==> config.mk <==
export PLATFORM = sky130hd
export DESIGN_NAME = dma_chan_scheduler
export DESIGN_NICKNAME = d
export VERILOG_FILES = /design/src/rtl/dma_chan_scheduler.sv
export SDC_FILE = /design/constraint.sdc
export NUM_CORES = 1
export LEC_CHECK = 0
export CORE_MARGIN = 2
export CORE_UTILIZATION = 35
export CTS_CLUSTER_DIAMETER = 200
export DETAILED_ROUTE_END_ITERATION = 10
export PLACE_DENSITY = 0.66
export RECOVER_POWER = 25
export SYNTH_ARGS = -nofsm -noshare
export SYNTH_HDL_FRONTEND = slang
export SYNTH_SLANG_ARGS = --single-unit
==> constraint.sdc <==
create_clock -name HCLK -period 5 [get_ports HCLK]
set_input_delay 1 -clock HCLK [delete_from_list [all_inputs] [get_ports HCLK]]
set_output_delay 1 -clock HCLK [all_outputs]
set_load 0.02 [all_outputs]
==> src/rtl/dma_chan_scheduler.sv <==
// DMA channel scheduler: arbitrates peripheral request lines (high-priority group first,
// round-robin within a group), issues one DMAC start per grant, waits for done and acks.
module dma_chan_scheduler #(
  parameter int unsigned NCH   = 4,
  parameter int unsigned LEN_W = 8,
  parameter int unsigned TMO_W = 16
) (
  input  logic                     HCLK,
  input  logic                     HRESET,
  input  logic [NCH-1:0]           req,
  input  logic [NCH-1:0]           ch_en,
  input  logic [NCH-1:0]           ch_hi,
  input  logic [NCH*LEN_W-1:0]     cfg_len,
  output logic                     dmac_start,
  output logic [$clog2(NCH)-1:0]   dmac_ch,
  output logic [LEN_W-1:0]         dmac_len,
  input  logic                     dmac_done,
  output logic [NCH-1:0]           ack,
  output logic                     busy,
  output logic                     err_tmo,
  input  logic                     err_clr
);

  localparam int unsigned CH_W = $clog2(NCH);

  typedef enum logic [2:0] {
    S_IDLE  = 3'd0,
    S_ARB   = 3'd1,
    S_START = 3'd2,
    S_WAIT  = 3'd3,
    S_ACK   = 3'd4
  } state_t;

  state_t            state_q, state_d;
  logic [CH_W-1:0]   rr_ptr, rr_d;
  logic [TMO_W-1:0]  tmo_cnt, tmo_d;
  logic [CH_W-1:0]   ch_d;
  logic [LEN_W-1:0]  len_d;
  logic              err_d;
  logic              expire;

  logic [LEN_W-1:0]  len_arr [NCH];
  logic [NCH-1:0]    elig;
  logic [NCH-1:0]    pool;
  logic              found;
  logic [CH_W-1:0]   win;

  // Per-channel eligibility: requesting, enabled and a non-zero burst configured
  for (genvar g = 0; g < NCH; g++) begin : g_elig
    assign len_arr[g] = cfg_len[g*LEN_W +: LEN_W];
    assign elig[g]    = req[g] & ch_en[g] & (len_arr[g] != '0);
  end

  assign pool = (|(elig & ch_hi)) ? (elig & ch_hi) : elig;

  // Round-robin search from rr_ptr; the modulo wrap is explicit so odd NCH works
  always_comb begin
    found = 1'b0;
    win   = '0;
    for (int unsigned k = 0; k < NCH; k++) begin
      int unsigned idx;
      idx = 32'(rr_ptr) + k;
      if (idx >= NCH) idx = idx - NCH;
      if (!found && pool[CH_W'(idx)]) begin
        found = 1'b1;
        win   = CH_W'(idx);
      end
    end
  end

  function automatic logic [CH_W-1:0] next_ch(input logic [CH_W-1:0] c);
    return (c == CH_W'(NCH - 1)) ? '0 : c + CH_W'(1);
  endfunction

  always_comb begin
    state_d = state_q;
    rr_d    = rr_ptr;
    tmo_d   = tmo_cnt;
    ch_d    = dmac_ch;
    len_d   = dmac_len;
    expire  = 1'b0;
    unique case (state_q)
      S_IDLE: if (|elig) state_d = S_ARB;
      S_ARB: begin
        if (found) begin
          ch_d    = win;
          len_d   = len_arr[win];
          state_d = S_START;
        end else begin
          state_d = S_IDLE;
        end
      end
      S_START: begin
        tmo_d   = '0;
        state_d = S_WAIT;
      end
      S_WAIT: begin
        tmo_d = tmo_cnt + TMO_W'(1);
        if (dmac_done) begin
          state_d = S_ACK;
        end else if (tmo_d == '1) begin
          expire  = 1'b1;
          rr_d    = next_ch(dmac_ch);
          state_d = S_IDLE;
        end
      end
      S_ACK: begin
        rr_d    = next_ch(dmac_ch);
        state_d = S_IDLE;
      end
      default: state_d = S_IDLE;
    endcase
    err_d = err_tmo;
    if (expire)       err_d = 1'b1;
    else if (err_clr) err_d = 1'b0;
  end

  // Outputs are registered from the next state so they line up with the state they describe
  always_ff @(posedge HCLK) begin
    if (HRESET) begin
      state_q    <= S_IDLE;
      rr_ptr     <= '0;
      tmo_cnt    <= '0;
      dmac_start <= 1'b0;
      dmac_ch    <= '0;
      dmac_len   <= '0;
      ack        <= '0;
      busy       <= 1'b0;
      err_tmo    <= 1'b0;
    end else begin
      state_q    <= state_d;
      rr_ptr     <= rr_d;
      tmo_cnt    <= tmo_d;
      dmac_start <= (state_d == S_START);
      dmac_ch    <= ch_d;
      dmac_len   <= len_d;
      ack        <= (state_d == S_ACK) ? (NCH'(1) << ch_d) : '0;
      busy       <= (state_d != S_IDLE);
      err_tmo    <= err_d;
    end
  end

endmodule

==> summary.md, run 1 <==
| Metric | Value |
|---|---|
| Register area | about 760 sq um |
| Fin cells | 418 |
| Fin. Hold Viols | 0 |
| Dpl cells | slightly above 400 |
| Die area | 7400 sq um |
| Gate count after technology mapping | around 280 |
| Max-slew violation count | 0 |
| Cts bufs inserted | 5 |
| CP startpoint kind | input pin |
| TritonCTS Sinks | 38 |
| Combinational power share | approximately a quarter |
| Antenna-violating nets left | 0 |
| Initial drt markers | around 130 |
| Fmax | 248 MHz |
| Min-Delay Path Depth | 2 |
| DR WL/cell | between 15 and 20 um |
| Distinct cell type count after synthesis | 57 |
| Initial Utilization | 36.6% |
| Syn Area/Cell | 8.53 sq um |
| Clk pwr share | a little over a third |
| Input/output buffers | between 60 and 70 |
| Final critical-path share of the clock period | around 80% |
| Maximum VDD drop | 179 uV |
| First-pass GRT wire length | 10.9 mm |
| Status | finished clean |
| FFs w/ async S/R, synth | 0% |
| Fin Clk Skew | just over 9 ps |
| Slew HR | less than 1% |
| Fin crit period | 4020 ps |
| Routed WL | between 6 and 7 mm |
| Post-CTS Repair Setup Buffers | 0 |
| Yosys reg bits | 38 |
| Die W | ~86 um |
| Number of hold buffers added after CTS | 0 |
| Setup_tns | 0 ps |
| Max stage delay on crit path | approximately 640 ps |
| Via Count | 2393 |
| Gr usage total | roughly 18% |
| Crit end category | register |
| Worst hold start | err_tmo |
| Multi-input gate area | between 1500 and 2000 sq um |
| Final Cell Area | 3210 sq um |
| Placeable core region | approximately 6400 sq um |
| Lkg Pwr | roughly 0.0011 uW |
| Share of layout cells above drive strength 1 | under 10% |
| Max H-tree Level | 2 |
| Max-cap viol count | 0 |
| Area leader, netlist | dfxtp_1 |
| Nets | a little under 400 |
| R2R depth | 5 |
| Worst-path clk slew | 80 ps |
| Sequential power share | 37.9% |
| CP delay by family, top | simple AND/OR/NAND/NOR gates |
| Worst Path Buf+Inv | 1 |
| Crit path max-delay cell type | or4_1 |
| Setup WS pre-CTS | around 670 ps |
| Least-Margin Pin Slew | 1490 ps |
| Area contributors post-synth | dfxtp_1, mux2i_1, a21oi_1 |
| RSZ-0062 raised after global routing | no |
| Cell-internal power | 638 uW |
| Design Power | between 800 and 900 uW |
| Synthesized cell area | around 2400 sq um |
| DRC Markers | 0 |
| Slack of the worst reg-to-reg path | 2290 ps |
| Area delta synth->final | 36.2% |
| Ys flop type | dfxtp_1 |
| Vias/cell | between 5 and 6 |
| Resize count post-CTS | 0 |
| Placed inst area | 3070 sq um |
| Gpl congestion | 0.877 |
| Largest net degree at the start of global routing | 36 |
| DIE HEIGHT | ~86 um |
| Worst Path Max Fanout | 8 |
| I/O pin total | 65 |
| Final number of setup-violating endpoints | 0 |
| Remaining Overflow, GRT | 0 |
| Synthesis Warnings | 0 |
| CP Launch Point | cfg_len[20] |
| DP HPWL | 5.06 mm |
| Fillers | roughly 600 |
| Setup Crit Path Kind | in -> reg |
| Antenna violations before repair | 0 |
| CTS max path bufs | 2 |
| Number of global-route vias before repair | around 2200 |
| Pwr dens | 275 nW/um^2 |
| NetSw | between 200 and 250 uW |
| Area share of the largest cell type after synthesis | between 30% and 40% |
| Worst-path cell chain | clkdlybuf4s50_1 -> nor4_1 -> a21boi_0 -> o41ai_4 -> nor4b_4 -> or2_0 -> or4_1 -> o221ai_2 |
| Hold Path Class | reg -> reg |
| Root buf cell | clkbuf_8 |
| Total iterations of the first detailed-routing run | 4 |
| Hold EP | err_tmo |
| R2r startpoint | state_q[0] |
| Cell Rows | 29 |
| Final setup margin | 975 ps |
| Post-synth EDFFs | 0 |
| Sequential cell area fraction in the yosys report | about a third |
| Clk_lat worst skew | 290 ps |
| Post-synthesis net count | about 330 |
| Worst EP required | 5220 ps |
| Critical Path AT | 4240 ps |
| CTS tree | yes |
| RR Endpoint | dmac_len[5] |
| Sw frac | between 20% and 30% |
| ANT cells | 0 |
-- tightest hold or removal path: stages (launching register included) --
cell	delay, ps
dfxtp_1	310
nand2b_1	70
a21oi_1	60
-- cells by family (layout without fill, tap and decap cells) --
| logic type | after synthesis | count (layout) | share of synthesized area, % |
|---|---|---|---|
| flip-flops | 38 | 38 | 32.3 |
| XOR/XNOR | 4 | 4 | 1.49 |
| AO/OA/AOI/OAI | 76 | 76 | 26.3 |
| adder cells (fa/ha/maj) | 3 | 3 | 1.60 |
| AND/OR/NAND/NOR | 121 | 121 | 27.9 |
| multiplexers | 17 | 17 | 7.23 |
| buffers and inverters | 17 | 82 | 3.24 |
-- metrics by stage --
stage	utilization, %	hold slack [ps]
global route	49.9	508
floorplan	-	446
finish	49.9	478
detailed placement	47.7	468
global placement	47.7	460
CTS	50.0	484
-- layer usage --
metal / wire, um / track usage [%] / vias to the layer above / share of wire [%]
met3: 451 / 3.75 / 4 / 6.8
met4: 51 / 5.05 / 0 / 0.77
met2: 3020 / 29.0 / 92 / 45
met5: 0 / 0 / - / 0
met1: 3140 / 25.4 / 1120 / 47
li1: - / - / 1177 / -
-- cell usage in the layout (no fill, tap or decap), drive strengths merged, types with 9 or more instances in the layout --
master	synthesis	routed
o21ai	13	13
clkdlybuf4s50	0	56
nor3	9	9
a21oi	25	25
nor2	23	23
nand2	29	29
mux2i	17	17
dfxtp	38	38
nand3	9	9
-- registers in the layout, summed over array words and instances, names as in the netlist --
register    flops
tmo_cnt        16
rr_ptr          2
dmac_ch         2
busy            1
dmac_start      1
state_q         3
dmac_len        8
err_tmo         1
ack             4
-- cells in the mapped netlist (all sizes together), types with 4 or more instances --
cell type / n
nor4: 8
dfxtp: 38
o21ai: 13
a21oi: 25
nand2: 29
o221ai: 8
nor3: 9
inv: 5
o22ai: 4
clkbuf: 8
mux2i: 17
and3: 5
nor2: 23
nand2b: 4
nand3: 9
or4: 8
nand3b: 8
-- power by group through the flow --
stage	Clock [uW]	Combinational (uW)	Sequential, uW
floorplan	0	119	349
global placement	0	224	342
detailed placement	0	226	342
CTS	330	228	334
global route	344	244	336
finish	322	226	334
-- final cells by class --
type	count	share of cell area [%]
inverter	6	0.703
clock inverter	2	1.87
sequential	38	23.7
tap	77	3.01
timing repair buffer	68	20.8
clock buffer	6	2.58
multi-input combinational	221	47.3
-- worst max path at each step --
stage / to / slack, ps / depth (start not counted)
after floorplan: dmac_len[0] / 1450 / 8
after global placement: dmac_len[5] / 720 / 8
after detailed placement: dmac_len[5] / 670 / 8
after CTS: dmac_len[5] / 960 / 8
after global routing: dmac_len[5] / 730 / 8
final: dmac_len[5] / 980 / 8
Power figures use the tool's default switching activity.
==> inputs of run 2 (changes only) <==
==> constraint.sdc (replaced) <==
create_clock -name HCLK -period 3.75 [get_ports HCLK]
set_input_delay 0.75 -clock HCLK [delete_from_list [all_inputs] [get_ports HCLK]]
set_output_delay 0.75 -clock HCLK [all_outputs]
set_load 0.02 [all_outputs]
==> summary.md, run 2 (synthesis gave the netlist of run 1 again) <==
| Metric | Value |
|---|---|
| Fmax | around 280 MHz |
| CTS max path bufs | 2 (unchanged) |
| Crit path max-delay cell type | or4_4 |
| Max stage delay on crit path | 570 ps (-70 ps) |
| Number of global-route vias before repair | 2382 (+6.9%) |
| Worst Path Max Fanout | 8 (unchanged) |
| I/O pin total | 65 (unchanged) |
| CP Launch Point | cfg_len[28] |
| Worst-path cell chain | clkdlybuf4s50_1 -> or4_4 -> o2111a_2 -> o41ai_4 -> nor4b_4 -> or2_0 -> or4_1 -> buf_4 -> o221ai_2 |
| Crit end category | register |
| Lkg Pwr | 0.00116 uW (+5.1%) |
| Gpl congestion | 0.828 (-5.6%) |
| Input/output buffers | 64 (unchanged) |
| Max reg flops | 16 (unchanged) |
| Least-Margin Pin Slew | 649 ps (-842 ps) |
| RSZ-0062 raised after global routing | no |
| Max H-tree Level | 2 (unchanged) |
| Commonest cells after routing, fill and taps aside | clkdlybuf4s50_1, dfxtp_1, nand2_1 |
| Fin. Hold Viols | 0 (unchanged) |
| Nets | 408 (+4.3%) |
| Fin cells | 434 (+3.8%) |
| Die area | 7400 sq um (unchanged) |
| DP HPWL | 5.09 mm (+0.66%) |
| Cell Rows | 29 (unchanged) |
| DIE HEIGHT | 86 um (unchanged) |
| Gr usage total | 18.8% (+0.47 points) |
| Slack of the worst reg-to-reg path | 1140 ps (-1150 ps) |
| R2R depth | 7 (+2) |
| Fin crit period | 3530 ps |
| Root buf cell | clkbuf_8 |
| CP delay by family, top | simple AND/OR/NAND/NOR gates |
| Setup Crit Path Kind | in -> reg |
| Initial Utilization | 36.6% (unchanged) |
| Number of hold buffers added after CTS | 0 (unchanged) |
| Hold Path Class | reg -> reg |
| Max-cap viol count | 0 (unchanged) |
| Initial drt markers | 89 (-31%) |
| Post-CTS Repair Setup Buffers | 0 (unchanged) |
| RR Endpoint | busy |
| Design Power | 1120 uW (+27%) |
| Biggest register | tmo_cnt |
| Resize count post-CTS | 0 (unchanged) |
| Fin Clk Skew | 5.12 ps (-4.19 ps) |
| Dpl cells | 427 (+4.1%) |
| Pwr dens | 339 nW/um^2 (+23%) |
| Remaining Overflow, GRT | 0 (unchanged) |
| Largest net degree at the start of global routing | 36 (unchanged) |
| Die W | 86 um (unchanged) |
| Final critical-path share of the clock period | a little over nine tenths |
| Slew HR | 56.4% (+56 points) |
| Critical Path End | dmac_len[5] |
| Biggest regs | tmo_cnt (16), dmac_len (8), ack (4) |
| Total iterations of the first detailed-routing run | 4 (unchanged) |
| Clk_lat worst skew | 290 ps (about the same) |
| DR WL/cell | 15.8 um (-0.98%) |
| Hold_ws | 476 ps (-1.41 ps) |
| CP startpoint kind | input pin |
| Commonest non-fill, non-tap cell in the layout | clkdlybuf4s50_1 |
| Worst EP required | 3960 ps (-1260 ps) |
| Max-slew violation count | 0 (unchanged) |
| Placeable core region | 6420 sq um (unchanged) |
| Vias/cell | 5.52 (-3.5%) |
| Via Count | 2397 (+0.17%) |
| Cts bufs inserted | 5 (unchanged) |
| Share of layout cells above drive strength 1 | 13.4% (+4.1 points) |
| R2r startpoint | tmo_cnt[2] |
| Worst Path Buf+Inv | 2 (+1) |
| Final number of setup-violating endpoints | 0 (unchanged) |
| Area delta synth->final | 40.9% |
| ANT cells | 0 (unchanged) |
| Worst-path clk slew | 70 ps (about the same) |
| DRC Markers | 0 (unchanged) |
| Maximum VDD drop | 248 uV (+38%) |
| WP depth | 9 (+1) |
| CTS tree | yes |
| Status | finished clean |
| Critical Path AT | 3750 ps (-490 ps) |
| Antenna violations before repair | 0 (unchanged) |
| First-pass GRT wire length | 11.2 mm (+2.7%) |
| Routed WL | 6.85 mm (+2.8%) |
| Antenna-violating nets left | 0 (unchanged) |
| TritonCTS Sinks | 38 (unchanged) |
[run 2: changes by cell type in the layout (fill, tap and decap cells not counted), sizes merged]
cell,change
bufinv,-1
clkdlybuf4s50,+6
dlygate4sd3,-6
buf,+17
[run 2: metal layers]
metal | vias up | track usage (%) | share of wire (%)
met5 | - | 0 | 0
met2 | 79 | 30.9 | 46
met1 | 1101 | 23.7 | 44
met3 | 14 | 4.62 | 7.7
li1 | 1203 | - | -
met4 | 0 | 7.36 | 2.3
[run 2: final cells by class]
class | count | area [sq um]
flip-flops and latches | 38 | 761
well taps | 77 | 96.3
clock buffers | 6 | 82.6
repair buffers | 85 | 807
fillers | 608 | 3110
inverters | 6 | 22.5
multi-input cells | 221 | 1520
clock inverters | 1 | 30.0
[run 2: through the flow]
stage               util, %  setup WS, ps  TNS, ps  cell area [sq um]
floorplan                 -           448        0               2350
global placement       49.9         -30.5     -238               3210
global route           51.6          32.7        0               3320
detailed placement     49.9         -84.5     -655               3210
CTS                    51.7           216        0               3320
finish                 51.6           218        0               3320
[run 2: worst min-delay path, cell delays in order, from the launching register on]
cell	delay (ps)
dfxtp_1	330
nand2_1	60
a21oi_1	50
[run 2: worst min path at each step]
stage,startpoint,cells after the start,slack (ps),endpoint
finish,tmo_cnt[15],2,480,tmo_cnt[15]
detailed placement,tmo_cnt[15],2,470,tmo_cnt[15]
global route,tmo_cnt[15],2,490,tmo_cnt[15]
global placement,tmo_cnt[15],2,460,tmo_cnt[15]
floorplan,tmo_cnt[15],2,450,tmo_cnt[15]
CTS,tmo_cnt[15],2,480,tmo_cnt[15]
[run 2: where the power goes]
part	total [uW]	switching [uW]	internal (uW)
combinational	325	162	163
clock	353	140	213
sequential	446	20.8	425
total	1120	323	801
==> inputs of run 3 (changes only) <==
--- a/config.mk
+++ b/config.mk
@@ -7,9 +7,10 @@
 export LEC_CHECK = 0
 export CORE_MARGIN = 2
 export CORE_UTILIZATION = 35
+export CTS_BUF_LIST = sky130_fd_sc_hd__clkbuf_8
 export CTS_CLUSTER_DIAMETER = 200
 export DETAILED_ROUTE_END_ITERATION = 10
-export PLACE_DENSITY = 0.66
+export PLACE_DENSITY_LB_ADDON = 0.15
 export RECOVER_POWER = 25
 export SYNTH_ARGS = -nofsm -noshare
 export SYNTH_HDL_FRONTEND = slang
==> summary.md, run 3 (synthesis gave the netlist of run 1 again) <==
| Metric | Value |
|---|---|
| Status | finished clean |
| DR WL/cell | 16.1 um (+2.0%) |
| Fmax | 280 MHz (-0.95%) |
| Number of hold buffers added after CTS | 0 (unchanged) |
| Commonest cells after routing, fill and taps aside | clkdlybuf4s50_1, dfxtp_1, nand2_1 |
| Lkg Pwr | 0.00117 uW (+0.47%) |
| DP HPWL | 5.54 mm (+8.7%) |
| Post-CTS Repair Setup Buffers | 0 (unchanged) |
| Setup Crit Path Kind | in -> reg |
| Initial drt markers | 115 (+29%) |
| Worst-path clk slew | 80 ps (about the same) |
| Vias/cell | 5.47 (-1.0%) |
| Least-Margin Pin Slew | 822 ps (+173 ps) |
| Max-slew violation count | 0 (unchanged) |
| Hold_ws | 481 ps (+4.41 ps) |
| Die W | 86 um (unchanged) |
| CTS max path bufs | 2 (unchanged) |
| Max reg flops | 16 (unchanged) |
| Max-cap viol count | 0 (unchanged) |
| Largest net degree at the start of global routing | 22 (-39%) |
| Min-Delay Path Depth | 2 (unchanged) |
| Final Cell Area | 3290 sq um (-0.64%) |
| CP startpoint kind | input pin |
| Placeable core region | 6420 sq um (unchanged) |
| Fin cells | 435 (+0.23%) |
| Via Count | 2378 (-0.79%) |
| Clk_lat worst skew | 290 ps (about the same) |
| CTS tree | yes |
| Nets | 408 (unchanged) |
| I/O pin total | 65 (unchanged) |
| Critical Path AT | 3740 ps (about the same) |
| Crit path max-delay cell type | or4_4 |
| Share of layout cells above drive strength 1 | 13.4% (-0.038 points) |
| Resize count post-CTS | 0 (unchanged) |
| Worst EP required | 3920 ps (-40 ps) |
| Final critical-path share of the clock period | 95.1% (+0.91 points) |
| RR Endpoint | dmac_len[0] |
| Max H-tree Level | 2 (unchanged) |
| DIE HEIGHT | 86 um (unchanged) |
| CP delay by family, top | compound AO/OA/AOI/OAI gates |
| Dpl cells | 427 (unchanged) |
| Post-layout util | 51.3% (-0.33 points) |
| Routed WL | 7.00 mm (+2.2%) |
| Gr usage total | 19.4% (+0.55 points) |
| Fin. Hold Viols | 0 (unchanged) |
| Antenna-violating nets left | 0 (unchanged) |
| Input/output buffers | 64 (unchanged) |
| Worst-path cell chain | clkdlybuf4s50_1 -> or4_4 -> o2111a_2 -> o41ai_4 -> o22ai_1 -> o22ai_4 -> buf_12 -> mux2i_1 -> o221ai_2 |
| TritonCTS Sinks | 38 (unchanged) |
| Worst Path Max Fanout | 16 (+8) |
| R2r startpoint | state_q[0] |
| Slack of the worst reg-to-reg path | 1160 ps (+20 ps) |
| ANT cells | 0 (unchanged) |
| Gpl congestion | 0.825 (-0.40%) |
| Final number of setup-violating endpoints | 0 (unchanged) |
| Total iterations of the first detailed-routing run | 5 (+1) |
| Fin crit period | 3570 ps (+33.9 ps) |
| Worst hold start | tmo_cnt[15] |
| Commonest non-fill, non-tap cell in the layout | clkdlybuf4s50_1 |
| Crit end category | register |
| Hold EP | tmo_cnt[15] |
| Biggest register | tmo_cnt |
| Remaining Overflow, GRT | 0 (unchanged) |
| Root buf cell | clkbuf_8 |
| DRC Markers | 0 (unchanged) |
| Cell Rows | 29 (unchanged) |
| Pwr dens | 324 nW/um^2 (-4.5%) |
| RSZ-0062 raised after global routing | no |
| Placed inst area | 3210 sq um (unchanged) |
| Area delta synth->final | 40.0% |
| Die area | 7400 sq um (unchanged) |
| Fin Clk Skew | 5.49 ps (+0.369 ps) |
| Worst Path Buf+Inv | 2 (unchanged) |
| Slew HR | 45.2% (-11 points) |
| Biggest regs | tmo_cnt (16), dmac_len (8), ack (4) |
| Initial Utilization | 36.6% (unchanged) |
| First-pass GRT wire length | 11.4 mm (+1.8%) |
| Hold Path Class | reg -> reg |
| Antenna violations before repair | 0 (unchanged) |
| Number of global-route vias before repair | 2271 (-4.7%) |
| Maximum VDD drop | 199 uV (-20%) |
| Cts bufs inserted | 5 (unchanged) |
| R2R depth | 6 (-1) |
| Max stage delay on crit path | 560 ps (about the same) |
[run 3: cell type report]
| class | instances | area, sq um |
|---|---|---|
| clock buffers | 6 | 82.6 |
| clock inverters | 2 | 8.76 |
| fillers | 604 | 3130 |
| inverters | 6 | 22.5 |
| multi-input cells | 221 | 1520 |
| flip-flops and latches | 38 | 761 |
| well taps | 77 | 96.3 |
| repair buffers | 85 | 807 |
[run 3: per-stage QoR]
stage | worst slack (ps) | setup TNS, ps | total power, uW
global placement | -70.6 | -96.9 | 786
CTS | 191 | 0 | 1080
global route | 85.5 | 0 | 1120
floorplan | 448 | 0 | 624
detailed placement | -108 | -479 | 788
finish | 184 | 0 | 1070
[run 3: worst min-delay path, stage by stage (launching register included)]
cell and delay (ps):
dfxtp_1 330, nand2_1 60, a21oi_1 50
[run 3: how the worst max path moves through the flow]
stage	startpoint	endpoint	slack, ps	cells past startpoint
after floorplan	cfg_len[28]	dmac_len[0]	450	8
after global placement	cfg_len[30]	dmac_len[4]	-70	10
after detailed placement	cfg_len[28]	dmac_len[2]	-110	9
after CTS	cfg_len[28]	dmac_len[2]	190	9
after global routing	cfg_len[28]	dmac_len[4]	90	10
final	cfg_len[28]	dmac_len[2]	180	9
[run 3: metal layers]
| layer | wire [um] | global-route usage, % | share of wire [%] |
|---|---|---|---|
| met5 | 0 | 0 | 0 |
| met4 | 59 | 4.04 | 0.84 |
| met3 | 281 | 4.23 | 4.0 |
| met2 | 3090 | 29.0 | 44 |
| met1 | 3570 | 28.5 | 51 |
[run 3: report_power, final]
group / internal (uW) / switching [uW]
Clock: 146 / 143
Combinational: 165 / 166
Sequential: 425 / 20.8
Total: 736 / 330
